### src/rtl/sat_counter.sv
// Saturating up-counter with synchronous clear (clear has priority over increment).
module sat_counter #(
  parameter int unsigned W = 16
) (
  input  logic         clk,
  input  logic         rst,
  input  logic         inc,
  input  logic         clr,
  output logic [W-1:0] count
);

  logic [W-1:0] count_q;
  logic [W-1:0] count_d;

  // Next count: clear, else increment unless already at all-ones.
  always_comb begin
    count_d = count_q;
    if (clr) begin
      count_d = '0;
    end else if (inc && (count_q != {W{1'b1}})) begin
      count_d = count_q + W'(1);
    end
  end

  // Count register.
  always_ff @(posedge clk or posedge rst) begin
    if (rst) begin
      count_q <= '0;
    end else begin
      count_q <= count_d;
    end
  end

  assign count = count_q;

endmodule

### config.mk
export PLATFORM = sky130hd
export DESIGN_NAME = sat_counter
export DESIGN_NICKNAME = d
export VERILOG_FILES = /design/src/rtl/sat_counter.sv
export SDC_FILE = /design/constraint.sdc
export NUM_CORES = 1
export LEC_CHECK = 0
export CORE_UTILIZATION = 53
export DETAILED_ROUTE_END_ITERATION = 10
export GPL_ROUTABILITY_DRIVEN = 0
export PLACE_DENSITY = 0.95
export SLEW_MARGIN = 20
export SYNTH_ARGS = -nofsm -noshare
export SYNTH_HDL_FRONTEND = slang
export SYNTH_SLANG_ARGS = --single-unit
### constraint.sdc
create_clock -name clk -period 3.35 [get_ports clk]
set_input_delay 0.67 -clock clk [delete_from_list [all_inputs] [get_ports clk]]
set_output_delay 0.67 -clock clk [all_outputs]
set_load 0.01 [all_outputs]
==> results of run 1 <==
## layer usage
metal / vias up / part of all wire (%)
met1: 444 / 45
met4: 0 / 1.1
met2: 31 / 50
met3: 3 / 4.4
li1: 432 / -
met5: - / 0
## cell families (layout without fill, tap and decap cells)
kind of cell               after synthesis  count (layout)  share of synthesized area [%]
buffers and inverters                    7              26                          3.892
adders and majority gates                1               1                          1.342
DFF                                     16              16                          42.95
and+or+nand+nor                         49              49                          32.62
AOI/OAI and AO/OA                       25              25                          15.71
muxes                                    3               3                          3.490
## worst min-delay path, delay by kind of cell, from the launching register on
family,cells,cell delay (ns)
flops,1,0.43
compound gates,2,0.15
## power breakdown
group | internal [uW] | switching [uW] | total (uW)
sequential | 195 | 3.65 | 199
combinational | 11.7 | 14.4 | 26.1
clock | 66.3 | 63.7 | 130
total | 273 | 81.8 | 355
## through the flow
| stage | util, % | power, uW |
|---|---|---|
| 2_1_floorplan | - | 218.3 |
| 3_3_place_gp | 70.87 | 228.0 |
| 3_5_place_dp | 70.87 | 229.1 |
| 4_1_cts | 73.17 | 355.9 |
| 5_1_grt | 73.17 | 370.5 |
| 6_report | 73.17 | 355.1 |
## worst max-delay path by stage
stage          from  cells after the start               endpoint
4_1_cts         inc                      5  count[13]$_DFFE_PP0P_
2_1_floorplan   inc                      5  count[13]$_DFFE_PP0P_
3_3_place_gp    inc                      5  count[13]$_DFFE_PP0P_
3_5_place_dp    inc                      5  count[13]$_DFFE_PP0P_
6_report        inc                      5  count[13]$_DFFE_PP0P_
5_1_grt         inc                      5  count[13]$_DFFE_PP0P_
## layout make-up
type	count	area share (%)
clock buffers	4	3.145
inverters	3	0.9761
multi-input cells	78	42.95
flip-flops and latches	16	34.71
well taps	16	1.735
repair buffers	19	16.49
## cells in the final DEF (no fill, tap or decap)
cell type                         count
sky130_fd_sc_hd__nand4_1              4
sky130_fd_sc_hd__clkbuf_4             3
sky130_fd_sc_hd__o31ai_1              5
sky130_fd_sc_hd__or3_2                1
sky130_fd_sc_hd__nor2b_1              3
sky130_fd_sc_hd__nand3_1              7
sky130_fd_sc_hd__ha_1                 1
sky130_fd_sc_hd__clkbuf_8             1
sky130_fd_sc_hd__nand2b_1             2
sky130_fd_sc_hd__nor4_1               3
sky130_fd_sc_hd__nand4_4              1
sky130_fd_sc_hd__nor3_1               4
sky130_fd_sc_hd__o41ai_1              2
sky130_fd_sc_hd__clkdlybuf4s50_1     19
sky130_fd_sc_hd__nand2_1              6
sky130_fd_sc_hd__and4_1               1
sky130_fd_sc_hd__dfrtp_1             16
sky130_fd_sc_hd__a31oi_1              1
sky130_fd_sc_hd__mux2_2               2
sky130_fd_sc_hd__a21oi_1             12
sky130_fd_sc_hd__or4_2                1
sky130_fd_sc_hd__nor2_1               3
sky130_fd_sc_hd__o21ai_0              5
sky130_fd_sc_hd__or4_1                6
sky130_fd_sc_hd__or3_1                6
sky130_fd_sc_hd__inv_1                3
sky130_fd_sc_hd__mux2i_1              1
sky130_fd_sc_hd__or4_4                1
==> results.cfg, run 1 <==
[run_status]
run_status = finished, violations left
failed_checks = design-rule violations

[setup_path]
worst_setup_sp_type = input port
worst-path-buf-inv = 1
regToRegStartpoint = count[0]$_DFFE_PP0P_
cp_data_arrival_time_ns = 2.62
timing_worst_setup_path_type = input port to flip-flop
crit_fanout = 8
crit_path_end_kind = flip-flop
critPathTopFamily = simple AND/OR/NAND/NOR gates
regToRegSetupSlack_ns = 1.27
timing.critical_path.slowest_stage_cell = sky130_fd_sc_hd__clkdlybuf4s50_1
r2r_cells = 5
crit_chain = clkdlybuf4s50_1 -> nand3_1 -> or4_4 -> or4_1 -> a21oi_1
critPathMaxStageDelay_ns = 0.63
timing.rr.end = count[0]$_DFFE_PP0P_
worstPathRequired_ns = 3.56

[logic_synthesis]
synthesis.area_per_instance_um2 = 9.229
ys_ff_latch = 16
predominant_post_synthesis_flop_cell = sky130_fd_sc_hd__dfrtp_1
synth.distinct_cells = 29
synth.top_cells.by_area = sky130_fd_sc_hd__dfrtp_1 (43%), sky130_fd_sc_hd__a21oi_1 (6.4%), sky130_fd_sc_hd__or4_1 (4.8%), sky130_fd_sc_hd__o31ai_1 (4.0%), sky130_fd_sc_hd__or3_1 (4.0%)
syn_inst_count = 101
ys_top_cells_by_count = sky130_fd_sc_hd__dfrtp_1 (16), sky130_fd_sc_hd__a21oi_1 (12), sky130_fd_sc_hd__nand3_1 (7)
synth_largest_area_cell = sky130_fd_sc_hd__dfrtp_1
yosys_warnings = 0
netlist_area_um2 = 932.1
synth_edf_count = 0
synth_nets = 106
postSynth.asyncResetShare_pct = 100.0
ys_seq_area_share_pct = 42.95
most_repeated_cell_in_the_gate_level_netlist_after_synthesis = sky130_fd_sc_hd__dfrtp_1
netlist.area_leader.share_pct = 42.95

[place]
pre_cts_ws_ns = 0.6504
port_buffers = 19
dp.final_hpwl_mm = 1.529
dp_cells = 132
post_dp_cell_area_um2 = 1117

[timing]
finalWorstPathRequiredPeriod_ns = 2.413
period_share_pct = 72.02
worst_clock_skew_ns = 0.003738
postLayoutSetupSlackWorst_ns = 0.9373
hold_viol = 0
maxSlewViolCount = 0
worstMarginPinSlew_ns = 0.7256
timing.final.setup_violations = 0
fin_hold_ws_ns = 0.6105
setup_tns_ns = 0
max_clock_freq_mhz = 414.5
rsz_0062_raised_after_global_routing = no
timing.slew.headroom_pct = 51.18

[finish]
antenna_cells_inserted = 0
post_route_cells_drive_above_1_share_pct = 8.333
nNetsFinal = 126
finish.cell_count_without_fillers = 136
multi_input_gate_area_um2 = 495.5
fillers = 107
layout.cell_area.non_filler_um2 = 1154
area_delta_synth_final_pct = 23.76
regArea_um2 = 400.4
largest_register_ffs = 16

[global_route]
grt_antenna_before_repair = 0
grt_usage_pct = 25.93
grt_pass1_wl_mm = 3.774
grt.busiest_layer = met2
grt_max_degree = 20
met2_usage_pct = 41.79
use_met1_pct = 35.98
grtUsageMet3_pct = 3.750
overall_overflow_remaining_after_global_route = 0
grt_pass1_vias = 833

[pwr]
peakVddDrop_mv = 0.2643
power.leakage_uw = 0.0004123
power.density_nw_per_um2 = 307.8

[routing]
number_of_remaining_drc_errors = 1
ant_nets = 0
totalWireLength_mm = 2.160
route.detailed.vias_per_inst = 6.691
drt-pass1-iter-count = 7
routed_via_count = 910
dr.first_iter.drc_count = 34
avgRoutedWirePerCell_um = 15.88

[clock_network]
clock_tree.root_cell = sky130_fd_sc_hd__clkbuf_4
tritoncts_clock_tree = yes
clk_transition_reported_paths_ns = 0.09
clk_path_buf_depth = 2
worstSkewPairLatency_ns = 0.29
tritoncts_num_sinks = 16
ctsHtreeMaxLevel = 1
cts_hold_buf = 0
postCtsResizedCells = 0
postCtsSetupRepairBufs = 0
numCtsBuffers = 3

[min_path]
worstHoldPathCells = 2
hold_path.class = flip-flop to flip-flop
min_delay_src = count[14]$_DFFE_PP0P_
worst_hold_path.endpoint = count[14]$_DFFE_PP0P_

[floorplanning]
core.rowCount = 14
io_pins = 20
initial_utilization_pct = 59.13
design.die.area_um2 = 1930
die-width_um = 43.94
die_y_um = 43.94
fp.coreArea_um2 = 1577

[run]
maxCapViolCount = 0
No activity file was read; power rests on OpenSTA's default activity.
==> run 2: changes to the inputs <==
Settings changed: CORE_UTILIZATION 53 to 49, PLACE_DENSITY 0.95 to 0.89.
Clock period 3.35 ns to 2.3 ns, I/O delays scaled along.
==> results.cfg, run 2 (synthesized netlist as in run 1, its figures left out) <==
[finish]
finish.cell_count_without_fillers = 149
layout.core_utilization_pct = 68.46
antenna_cells_inserted = 0
largest_register_ffs = 16
mostFrequentLayoutCells = sky130_fd_sc_hd__clkdlybuf4s50_1 (19), sky130_fd_sc_hd__dfrtp_1 (16), sky130_fd_sc_hd__a21oi_1 (12), sky130_fd_sc_hd__nand3_1 (7)
mostFrequentLayoutCell = sky130_fd_sc_hd__clkdlybuf4s50_1
nNetsFinal = 130
fillers = 143
area_delta_synth_final_pct = 28.19
post_route_cells_drive_above_1_share_pct = 11.29

[clock_network]
tritoncts_num_sinks = 16
clock_tree.root_cell = sky130_fd_sc_hd__clkbuf_4
postCtsResizedCells = 0
clk_transition_reported_paths_ns = 0.10
worstSkewPairLatency_ns = 0.30
ctsHtreeMaxLevel = 1
cts_hold_buf = 0
clk_path_buf_depth = 2
numCtsBuffers = 3
tritoncts_clock_tree = yes
postCtsSetupRepairBufs = 0

[floorplanning]
fp.coreArea_um2 = 1745
core.rowCount = 15
initial_utilization_pct = 53.41
io_pins = 20
die_y_um = 45.62
design.die.area_um2 = 2081
die-width_um = 45.62

[global_route]
grt_pass1_vias = 792
grt_antenna_before_repair = 0
grt_max_degree = 17
grt_pass1_wl_mm = 3.553
grt_usage_pct = 24.02
overall_overflow_remaining_after_global_route = 0

[timing]
max_clock_freq_mhz = 531.1
postLayoutSetupSlackWorst_ns = 0.4172
timing.final.setup_violations = 0
worst_clock_skew_ns = 0.007843
hold_viol = 0
maxSlewViolCount = 0
period_share_pct = 81.86
finalWorstPathRequiredPeriod_ns = 1.883
rsz_0062_raised_after_global_routing = no
timing.slew.headroom_pct = 59.31
setup_tns_ns = 0
worstMarginPinSlew_ns = 0.6097

[run_status]
run_status = completed

[routing]
routed_via_count = 925
totalWireLength_mm = 2.083
dr.first_iter.drc_count = 20
ant_nets = 0
route.detailed.vias_per_inst = 6.208
avgRoutedWirePerCell_um = 13.98
drt-pass1-iter-count = 5
number_of_remaining_drc_errors = 0

[place]
dp_cells = 145
dp.final_hpwl_mm = 1.493
pre_cts_ws_ns = 0.1386
port_buffers = 19

[setup_path]
worst-path-buf-inv = 0
crit_fanout = 8
worst_setup_sp_type = flip-flop
cp_data_arrival_time_ns = 2.11
timing_worst_setup_path_type = flip-flop to flip-flop
worstPathRequired_ns = 2.52
crit_path_end_kind = flip-flop
critPathTopFamily = simple AND/OR/NAND/NOR gates
timing.critical_path.slowest_stage_cell = sky130_fd_sc_hd__or4_4
crit_chain = nand4_1 -> or4_4 -> or4_1 -> a21oi_1
critPathMaxStageDelay_ns = 0.56

[pwr]
power.leakage_uw = 0.0004315
power.combinational.fraction_pct = 7.8
peakVddDrop_mv = 0.3441
pwr-share-seq_pct = 55.2
pwr-share-clk_pct = 37.0
share_of_total_power_consumed_by_net_switching_pct = 23.75
total_switching_power_uw = 124.8
totalPowerFinal_uw = 525.3
power.density_nw_per_um2 = 439.6
p_int_uw = 400.5

[run]
maxCapViolCount = 0

[min_path]
hold_path.class = input port to async pin
## run 2: changes by cell type in the layout (fill, tap and decap cells not counted), sizes merged
cell	previous run	this run
buf	0	4
## run 2: per-stage QoR
stage               cell area (um2)  hold WS, ns
finish                         1195       0.5139
global route                   1195       0.5991
CTS                            1195       0.5568
detailed placement             1159       0.5730
global placement               1159       0.5450
floorplan                     932.1       0.3737
## run 2: worst register-to-register path, cell delays in order, from the launching register on
cell	delay (ns)
sky130_fd_sc_hd__dfrtp_1	0.47
sky130_fd_sc_hd__nand4_1	0.22
sky130_fd_sc_hd__or4_4	0.56
sky130_fd_sc_hd__or4_1	0.41
sky130_fd_sc_hd__a21oi_1	0.16
## run 2: layer usage
| layer | vias to the layer above | wire (um) | track usage (%) |
|---|---|---|---|
| met3 | 4 | 87 | 3.571 |
| met2 | 32 | 1001 | 38.00 |
| met1 | 447 | 963 | 31.92 |
| met4 | 0 | 31 | 11.52 |
| met5 | - | 0 | 0 |
| li1 | 442 | - | - |
## run 2: power by group through the flow
stage	combinational [uW]	clock, uW	sequential (uW)
global route	45.6	205	290
detailed placement	41.2	0	295
finish	40.9	195	290
global placement	40.1	0	295
CTS	41.5	190	290
floorplan	22.3	0	296
## run 2: final cells by class
class / count / area, um2 / area share, %
Multi-Input combinational cell: 78 / 495.5 / 41.47
Sequential cell: 16 / 400.4 / 33.51
Timing Repair Buffer: 23 / 220.2 / 18.43
Clock buffer: 4 / 36.28 / 3.037
Tap cell: 25 / 31.28 / 2.618
Inverter: 3 / 11.26 / 0.9424
## run 2: final timing paths
kind	from	to	slack [ns]	depth (start not counted)
setup / recovery	count[2]$_DFFE_PP0P_	count[13]$_DFFE_PP0P_	0.42	4
hold / removal	rst	count[1]$_DFFE_PP0P_	0.51	2
setup reg to reg	count[2]$_DFFE_PP0P_	count[13]$_DFFE_PP0P_	0.42	4
hold reg to reg	count[14]$_DFFE_PP0P_	count[14]$_DFFE_PP0P_	0.58	2
max in group asynchronous	rst	count[4]$_DFFE_PP0P_	1.38	2
min in group clk	count[14]$_DFFE_PP0P_	count[14]$_DFFE_PP0P_	0.58	2
